==> src/rtl/ps2_kbd_matrix.sv <==
// PS/2 keyboard front end for the 6526 keyboard port: frame receiver, scancode decoder, 8x8 key matrix.
// Optional macro KBD_RESTORE_EN adds restore_n, driven directly by non-extended scancode 07 (F12).
`timescale 1ns/1ps
module ps2_kbd_matrix #(
    parameter int FILTER_LEN  = 8,
    parameter int TIMEOUT_CYC = 20000
) (
    input  logic       clk,
    input  logic       reset_n,
    input  logic       ps2_clk,
    input  logic       ps2_data,
    input  logic [7:0] col_sel,
    output logic [7:0] row_out,
    output logic [8:0] map_addr,
    output logic       map_rd,
    input  logic [6:0] map_data,
`ifdef KBD_RESTORE_EN
    output logic       restore_n,
`endif
    output logic       key_event,
    output logic       frame_err
);
    localparam int FW = $clog2(FILTER_LEN + 1);
    localparam int TW = $clog2(TIMEOUT_CYC + 1);

    typedef enum logic [1:0] {RX_IDLE, RX_DATA, RX_PARITY, RX_STOP} rx_state_t;
    typedef enum logic [1:0] {DEC_IDLE, DEC_LOOKUP, DEC_APPLY, DEC_SKIP} dec_state_t;

    logic [1:0]    clk_sync, data_sync;
    logic          clk_filt;
    logic [FW-1:0] flt_cnt;
    logic          fall;
    logic          bit_in;

    rx_state_t     rx_state;
    logic [2:0]    bit_cnt;
    logic [7:0]    shift;
    logic          par_ok;
    logic          byte_valid;
    logic [TW-1:0] tmo_cnt;

    dec_state_t    dec_state;
    logic          ext, brk;
    logic [2:0]    skip_cnt;
    logic [6:0]    map_q;
    logic [63:0]   key;
    logic [5:0]    key_idx;
    logic [7:0]    rows_hit;

    assign bit_in  = data_sync[1];
    assign fall    = clk_filt & ~clk_sync[1] & (flt_cnt == FW'(FILTER_LEN - 1));
    assign key_idx = map_q[5:0];

    always_ff @(posedge clk or negedge reset_n) begin
        if (!reset_n) begin
            clk_sync  <= 2'b11;
            data_sync <= 2'b11;
            clk_filt  <= 1'b1;
            flt_cnt   <= '0;
        end else begin
            clk_sync  <= {clk_sync[0], ps2_clk};
            data_sync <= {data_sync[0], ps2_data};
            if (clk_sync[1] == clk_filt) begin
                flt_cnt <= '0;
            end else if (flt_cnt == FW'(FILTER_LEN - 1)) begin
                clk_filt <= clk_sync[1];
                flt_cnt  <= '0;
            end else begin
                flt_cnt <= flt_cnt + 1'b1;
            end
        end
    end

    // Timeout is a down-counter reloaded on every falling edge; terminal count aborts a partial frame.
    always_ff @(posedge clk or negedge reset_n) begin
        if (!reset_n) begin
            rx_state   <= RX_IDLE;
            bit_cnt    <= '0;
            shift      <= '0;
            par_ok     <= 1'b0;
            byte_valid <= 1'b0;
            frame_err  <= 1'b0;
            tmo_cnt    <= TW'(TIMEOUT_CYC);
        end else begin
            byte_valid <= 1'b0;
            frame_err  <= 1'b0;
            if (fall)
                tmo_cnt <= TW'(TIMEOUT_CYC);
            else if (tmo_cnt != '0)
                tmo_cnt <= tmo_cnt - 1'b1;

            if (fall) begin
                case (rx_state)
                    RX_IDLE: begin
                        if (!bit_in) begin
                            rx_state <= RX_DATA;
                            bit_cnt  <= '0;
                        end else begin
                            frame_err <= 1'b1;
                        end
                    end
                    RX_DATA: begin
                        shift <= {bit_in, shift[7:1]};
                        if (bit_cnt == 3'd7)
                            rx_state <= RX_PARITY;
                        else
                            bit_cnt <= bit_cnt + 1'b1;
                    end
                    RX_PARITY: begin
                        par_ok   <= ^{shift, bit_in};
                        rx_state <= RX_STOP;
                    end
                    RX_STOP: begin
                        if (bit_in && par_ok)
                            byte_valid <= 1'b1;
                        else
                            frame_err <= 1'b1;
                        rx_state <= RX_IDLE;
                    end
                    default: rx_state <= RX_IDLE;
                endcase
            end else if (rx_state != RX_IDLE && tmo_cnt == '0) begin
                frame_err <= 1'b1;
                rx_state  <= RX_IDLE;
            end
        end
    end

    // The ROM answers the cycle after map_rd, so LOOKUP holds while map_rd is still high.
    always_ff @(posedge clk or negedge reset_n) begin
        if (!reset_n) begin
            dec_state <= DEC_IDLE;
            ext       <= 1'b0;
            brk       <= 1'b0;
            skip_cnt  <= '0;
            map_addr  <= '0;
            map_rd    <= 1'b0;
            map_q     <= '0;
            key       <= '0;
            key_event <= 1'b0;
`ifdef KBD_RESTORE_EN
            restore_n <= 1'b1;
`endif
        end else begin
            map_rd    <= 1'b0;
            key_event <= 1'b0;
            case (dec_state)
                DEC_IDLE: begin
                    if (byte_valid) begin
                        if (shift == 8'hE0) begin
                            ext <= 1'b1;
                        end else if (shift == 8'hF0) begin
                            brk <= 1'b1;
                        end else if (shift == 8'hE1) begin
                            skip_cnt  <= 3'd7;
                            dec_state <= DEC_SKIP;
                        end else if (shift inside {8'h00, 8'hAA, 8'hEE, 8'hFA, 8'hFE, 8'hFF}) begin
                            ext <= 1'b0;
                            brk <= 1'b0;
`ifdef KBD_RESTORE_EN
                        end else if (shift == 8'h07 && !ext) begin
                            restore_n <= brk;
                            if (restore_n != brk)
                                key_event <= 1'b1;
                            brk <= 1'b0;
`endif
                        end else begin
                            map_addr  <= {ext, shift};
                            map_rd    <= 1'b1;
                            dec_state <= DEC_LOOKUP;
                        end
                    end
                end
                DEC_LOOKUP: begin
                    if (!map_rd) begin
                        map_q     <= map_data;
                        dec_state <= DEC_APPLY;
                    end
                end
                DEC_APPLY: begin
                    if (map_q[6] && (key[key_idx] == brk)) begin
                        key[key_idx] <= ~brk;
                        key_event    <= 1'b1;
                    end
                    ext       <= 1'b0;
                    brk       <= 1'b0;
                    dec_state <= DEC_IDLE;
                end
                DEC_SKIP: begin
                    if (byte_valid) begin
                        if (skip_cnt == 3'd1) begin
                            ext       <= 1'b0;
                            brk       <= 1'b0;
                            dec_state <= DEC_IDLE;
                        end else begin
                            skip_cnt <= skip_cnt - 1'b1;
                        end
                    end
                end
                default: dec_state <= DEC_IDLE;
            endcase
        end
    end

    always_comb begin
        rows_hit = '0;
        for (int r = 0; r < 8; r++)
            for (int c = 0; c < 8; c++)
                if (!col_sel[c] && key[c*8 + r])
                    rows_hit[r] = 1'b1;
    end

    always_ff @(posedge clk or negedge reset_n) begin
        if (!reset_n)
            row_out <= 8'hFF;
        else
            row_out <= ~rows_hit;
    end
endmodule

==> config.mk <==
export PLATFORM = sky130hd
export DESIGN_NAME = ps2_kbd_matrix
export DESIGN_NICKNAME = d
export VERILOG_FILES = /design/src/rtl/ps2_kbd_matrix.sv
export SDC_FILE = /design/constraint.sdc
export NUM_CORES = 1
export LEC_CHECK = 0
export BUFFER_PORTS_ARGS = -buffer_cell sky130_fd_sc_hd__buf_4
export CELL_PAD_IN_SITES_DETAIL_PLACEMENT = 0
export CELL_PAD_IN_SITES_GLOBAL_PLACEMENT = 1
export CORE_MARGIN = 3
export CORE_UTILIZATION = 30
export CTS_BUF_LIST = sky130_fd_sc_hd__clkbuf_4 sky130_fd_sc_hd__clkbuf_8 sky130_fd_sc_hd__clkbuf_16
export CTS_CLUSTER_DIAMETER = 30
export DETAILED_ROUTE_END_ITERATION = 7
export GPL_ROUTABILITY_DRIVEN = 0
export PLACE_DENSITY_LB_ADDON = 0.1
export REMOVE_ABC_BUFFERS = 1
export SLEW_MARGIN = 15
export SYNTH_ARGS = -nofsm -noshare
export SYNTH_HDL_FRONTEND = slang
export SYNTH_SLANG_ARGS = --single-unit
==> constraint.sdc <==
create_clock -name clk -period 7.3 [get_ports clk]
set_input_delay 1.46 -clock clk [delete_from_list [all_inputs] [get_ports clk]]
set_output_delay 1.46 -clock clk [all_outputs]
set_load 0.005 [all_outputs]
Word level (Yosys, flattened, before mapping)
Index checks and enable logic that the tools add are counted.
{"block": "totals", "ff_bits": 137, "inputBits": 19, "output_inout_bits": 20, "elab_cells": 301}
{"block": "op_classes", "n_addsub": 4, "n_lt_le_gt_ge": 2, "eq_ne": 37, "mux": 125, "bitwise_logic": 11, "reduce_logical": 101}
{"cell": "1-bit 2-to-1 mux", "n": 91}
{"cell": "1-bit logical AND", "n": 68}
{"cell": "64-bit bitwise mux", "n": 1}
{"cell": "8-bit == test, second input constant", "n": 8}
{"cell": "15-bit 2-to-1 mux", "n": 2}
{"cell": "7-bit AND reduction", "n": 4}
{"cell": "2-bit 2-to-1 mux", "n": 12}
{"cell": "3-bit 2-to-1 mux", "n": 8}
{"cell": "3-bit inequality test, second input constant", "n": 8}
{"cell": "2-bit inequality test, second input constant", "n": 10}
{"cell": "2-bit one-hot mux with 4 select lines", "n": 2}
{"cell": "15-bit zero test", "n": 1}
{"cell": "15-bit nonzero test", "n": 1}
{"cell": "15-bit by 1-bit subtractor with 15-bit output, second input constant", "n": 1}
{"cell": "3-bit one-hot mux with 2 select lines", "n": 2}
{"cell": "2-bit AND reduction", "n": 5}
{"cell": "2-bit nonzero test", "n": 5}
{"cell": "9-bit XOR reduction", "n": 1}
{"cell": "2-bit == test, second input constant", "n": 4}
{"cell": "1-bit zero test", "n": 8}
{"cell": "8-bit zero test", "n": 1}
{"cell": "4-bit 2-to-1 mux", "n": 2}
{"cell": "1-bit NOT", "n": 8}
{"cell": "8-bit NOT", "n": 1}
{"cell": "21 further kinds", "n": 26}

Logic depth before layout (Yosys ltp)
{"block": "depth", "word_depth": 11, "depth_mapped": 10, "depth_no_buf": 8}

Worst setup path after synthesis
OpenSTA, ideal clock, no wires.
{"block": "synth_timing", "path_kind": "register -> register", "startpoint": "reg tmo_cnt[0]", "endpoint": "reg rx_state[0]", "setup_ps": 79, "arrival_ps": 2216, "t_required_ps": 7221, "setup_slack_ps": 5005, "stages_incl_launch_ff": 9, "path_buffers": 0, "synth_period_minus_slack_ps": 2295, "cell_sequence": "dfrtp_1 inv_1 ha_1 or4b_1 nand4b_1 nor3_2 nor2_1 a2111oi_2 mux2i_1"}
{"block": "synth_via", "elab_chain_cells": 4}
{"item": "start: declaration", "line": "40", "text": "logic [TW-1:0] tmo_cnt;"}
{"item": "start signal: assignment", "line": "83", "text": "tmo_cnt <= TW'(TIMEOUT_CYC);"}
{"item": "start signal: assignment", "line": "88", "text": "tmo_cnt <= TW'(TIMEOUT_CYC);"}
{"item": "start signal: assignment", "line": "90", "text": "tmo_cnt <= tmo_cnt - 1'b1;"}
{"item": "15-bit zero test", "line": "122", "text": "end else if (rx_state != RX_IDLE && tmo_cnt == '0) begin"}
{"item": "1-bit logical AND", "line": "122"}
{"item": "2-bit nonzero test (no line)"}
{"item": "3-bit AND reduction (no line)"}
{"item": "end signal: assignment", "line": "118", "text": "rx_state <= RX_IDLE;"}
{"item": "end signal: assignment", "line": "120", "text": "default: rx_state <= RX_IDLE;"}
{"item": "end signal: assignment", "line": "124", "text": "rx_state <= RX_IDLE;"}
{"item": "end: declaration", "line": "35", "text": "rx_state_t rx_state;"}
No other way between the ends.
A chain may end at the register's enable or synchronous reset.

Worst setup path after layout
{"block": "layout_timing", "startpoint": "reg map_q[0]", "endpoint": "reg key[9]"}
{"block": "layout_via", "elab_chain_cells": 5, "word_cells_on_any_way": 11, "cone_classes": "2 x order compare; 1 x eq/ne; 5 x mux; 3 x reduce/logical"}
{"item": "start: declaration", "line": "45", "text": "logic [6:0] map_q;"}
{"item": "start signal: assignment", "line": "176", "text": "map_q <= map_data;"}
{"item": "6-bit by 7-bit less-than comparator with 1-bit output (implied by the code), or another cell as far along", "line": "182", "text": "key[key_idx] <= ~brk;"}
{"item": "1-bit logical AND (implied by the code) / 1-bit 2-to-1 mux (equally long branches)", "line": "182, 181"}
{"item": "1-bit 2-to-1 mux (implied by the code) / 1-bit == test (equally long branches)", "line": "182, 181"}
{"item": "1-bit demux with 6-bit select / 1-bit logical AND (equally long branches)", "line": "182, 181"}
{"item": "64-bit bitwise mux / 2-bit AND reduction (equally long branches)"}
{"item": "end signal: indexed assignment", "line": "182"}
{"item": "end: declaration", "line": "46", "text": "logic [63:0] key;"}
Parallel ways exist; a longest one is shown, timed or not. The select of a mux whose other input is x is not followed.

==> impl_metrics.env <==
export IMPL_status="completed"
export IMPL_yosysMostFrequentCell="dfrtp_1"
export IMPL_cts_resized_gates=0
export IMPL_syn_inst=876
export IMPL_fp_row_count=58
export IMPL_hold_class="reg -> reg"
export IMPL_die_w_um=169
export IMPL_reg2regPathDepth=7
export IMPL_hold_viol=0
export IMPL_reg2reg_slack_ns=4.02
export IMPL_vias=7132
export IMPL_start_util_pct=31.0
export IMPL_synth_seq_cells=137
export IMPL_cp_arrival_ns=3.56
export IMPL_antenna_found_initial=0
export IMPL_routedWlPerCell_um=22.6
export IMPL_cts_max_path_buffers=2
export IMPL_grt_pass1_vias=7247
export IMPL_synth_warnings=0
export IMPL_maxSlewHeadroom_pct=31.2
export IMPL_fin_tns_setup_ns=0
export IMPL_clkLatencyLatePin_ns=0.43
export IMPL_ys_seq_area_share_pct=43.4
export IMPL_clkSinkCount=137
export IMPL_diodes=0
export IMPL_dp_cells=1185
export IMPL_end_kind="flip-flop"
export IMPL_cts_buffers=17
export IMPL_core_region_area_mm2=0.0256
export IMPL_fin_ws_ns=4.02
export IMPL_worstMarginPinSlew_ns=1.03
export IMPL_cp_max_fo=37
export IMPL_rsz0062_at_grt="false"
export IMPL_worst_path_largest_cell_delay_ns=0.84
export IMPL_drt_wl_total_mm=27.5
export IMPL_cts_max_level=4
export IMPL_grt_total_usage_pct=19.6
export IMPL_die_h_um=169
export IMPL_post_drt_via_cell_ratio=5.86
export IMPL_final_cells=1217
export IMPL_layout_nets=904
export IMPL_holdPathStages=0
export IMPL_gr_total_overflow=0
export IMPL_drv_slew=0
export IMPL_synth_top_area_cell="dfrtp_1"
export IMPL_pre_cts_slack_ns=3.75
export IMPL_synth_distinct_cells=68
export IMPL_initialDrtViolationCount=790
export IMPL_synth_top_area_share_pct=37.5
export IMPL_area_growth_pct=13.7
export IMPL_leakagePower_nw=3.49
export IMPL_min_period_ns=3.28
export IMPL_netlist_area_mm2=0.00795
export IMPL_cpMaxStageDelayCell="nor3_1"
export IMPL_drive_above_1_share_pct=16.3
export IMPL_drt_pre_antenna_iters=5
export IMPL_ctsHoldBuffers=0
export IMPL_fin_skew_ns=0.0114
export IMPL_grt_start_max_net_pins=84
export IMPL_final_setup_viol_count=0
export IMPL_drc_errors=0
export IMPL_synth_ff_type="dfrtp_1"
export IMPL_required_ns=7.58
export IMPL_crit_path_end="key[9]$_DFFE_PN0P_"
export IMPL_cts_tree="done"
export IMPL_r2r_end="key[9]$_DFFE_PN0P_"
export IMPL_finalCritPeriodShare_pct=44.9
export IMPL_synth_area_leaders="dfrtp_1 37%, dfstp_2 5.9%, mux2_2 4.2%"
export IMPL_path_class="reg -> reg"
export IMPL_ys_top_cells_by_count="119 x dfrtp_1, 77 x inv_1, 61 x nand2_1"
export IMPL_clkTransAtPathRegs_ns=0.07
export IMPL_synth_edf_count=0
export IMPL_start_kind="flip-flop"
export IMPL_final_antenna_net_count=0
export IMPL_crit_start="map_q[0]$_DFFE_PN0P_"
export IMPL_p_per_area_mw_per_mm2=209
export IMPL_grt_pass1_wl_mm=43.4
export IMPL_syn_avg_cell_area_um2=9.08
export IMPL_port_buffers=38
export IMPL_post_cts_repair_setup_buffers=0
export IMPL_clockRootBuffer="clkbuf_16"
export IMPL_cp_cell_sequence="buf_4 > nor3_1 > a221oi_1 > a32oi_1 > nand2b_2 > a41oi_1 > a21oi_1"
export IMPL_synthArstFlopShare_pct=100
export IMPL_die_area_mm2=0.0285
export IMPL_reg2reg_from="map_q[0]$_DFFE_PN0P_"
export IMPL_hold_path_startpoint="data_sync[0]$_DFF_PN1_"
export IMPL_fmax_ghz=0.305
export IMPL_peakVddDrop_mv=0.103
export IMPL_io_pins=39
export IMPL_drv_cap=0
export IMPL_hpwlAfterDp_mm=18.5
==> where the power goes <==
| part | internal [mW] | switching [mW] | total, mW | leakage (nW) |
|---|---|---|---|---|
| Clock | 0.463 | 0.411 | 0.874 | 0.294 |
| Combinational | 0.0668 | 0.0904 | 0.157 | 1.38 |
| Sequential | 0.816 | 0.0404 | 0.856 | 1.82 |
==> how the worst min path moves through the flow <==
stage                                   to  slack [ns]
CTS                 data_sync[1]$_DFF_PN1_        0.36
detailed placement  data_sync[1]$_DFF_PN1_        0.35
floorplan            clk_sync[1]$_DFF_PN1_        0.35
finish              data_sync[1]$_DFF_PN1_        0.36
global placement    data_sync[1]$_DFF_PN1_        0.35
global route        data_sync[1]$_DFF_PN1_        0.37
==> state kept, by name (all words and copies together) (netlist names) <==
| register | cells |
|---|---|
| clk_filt | 1 |
| par_ok | 1 |
| bit_cnt | 3 |
| skip_cnt | 3 |
| rx_state | 2 |
| data_sync | 2 |
| brk | 1 |
| clk_sync | 2 |
| map_rd | 1 |
| flt_cnt | 4 |
| map_addr | 9 |
| tmo_cnt | 15 |
| row_out | 8 |
| ext | 1 |
| frame_err | 1 |
| shift | 8 |
| dec_state | 2 |
| map_q | 7 |
| key_event | 1 |
| key | 64 |
| byte_valid | 1 |
==> through the flow <==
stage               power (mW)  hold slack (ns)  util, %  cell area (um^2)
detailed placement        1.03            0.348     32.9              8440
finish                    1.89            0.357     35.3              9040
floorplan                0.966            0.345        -              7640
global route              1.98            0.370     35.3              9040
global placement          1.02            0.346     32.9              8440
CTS                       1.92            0.359     35.2              9030
==> critical path, delay by kind of cell, from the launching register on <==
family	cells	cell delay (ns)
buffers and inverters	1	0.26
AO/OA/AOI/OAI	4	1.12
flip-flops	1	0.37
AND/OR/NAND/NOR	2	1.37
==> layout make-up <==
type	count	area, um^2
fillers	2608	16600
clock inverters	15	169
clock buffers	17	425
well taps	330	413
repair buffers	48	364
multi-input cells	592	3920
inverters	78	293
flip-flops and latches	137	3450
==> cells in the final DEF, fill, tap and decap left out, drive strengths merged, types with 21 or more instances in the layout <==
| master | synthesis | layout |
|---|---|---|
| nand4 | 21 | 21 |
| dfrtp | 119 | 119 |
| mux2 | 30 | 30 |
| inv | 78 | 90 |
| nand3 | 21 | 21 |
| a21oi | 49 | 49 |
| o21ai | 52 | 52 |
| nand2 | 62 | 62 |
| a41oi | 28 | 28 |
| o22ai | 33 | 33 |
| nor2 | 48 | 48 |
| o31ai | 42 | 42 |
| buf | 23 | 48 |
| nor3 | 33 | 33 |
==> cells by family after synthesis <==
kind of cell	share of synthesized area, %
and+or+nand+nor	15.1
muxes	6.48
AOI/OAI and AO/OA	23.8
DFF	43.4
xor gates and xnor gates	1.98
adders and majority gates	1.73
buffers and inverters	7.55
==> per-layer routing <==
metal	share of wire [%]	up-vias	wire [um]	track usage [%]
met1	44	3576	12100	26.4
met3	5.6	50	1540	3.62
met5	0	-	0	0
met4	2.7	0	739	6.58
met2	48	246	13100	31.9
li1	-	3260	-	-
No activity file was read; power rests on OpenSTA's default activity.
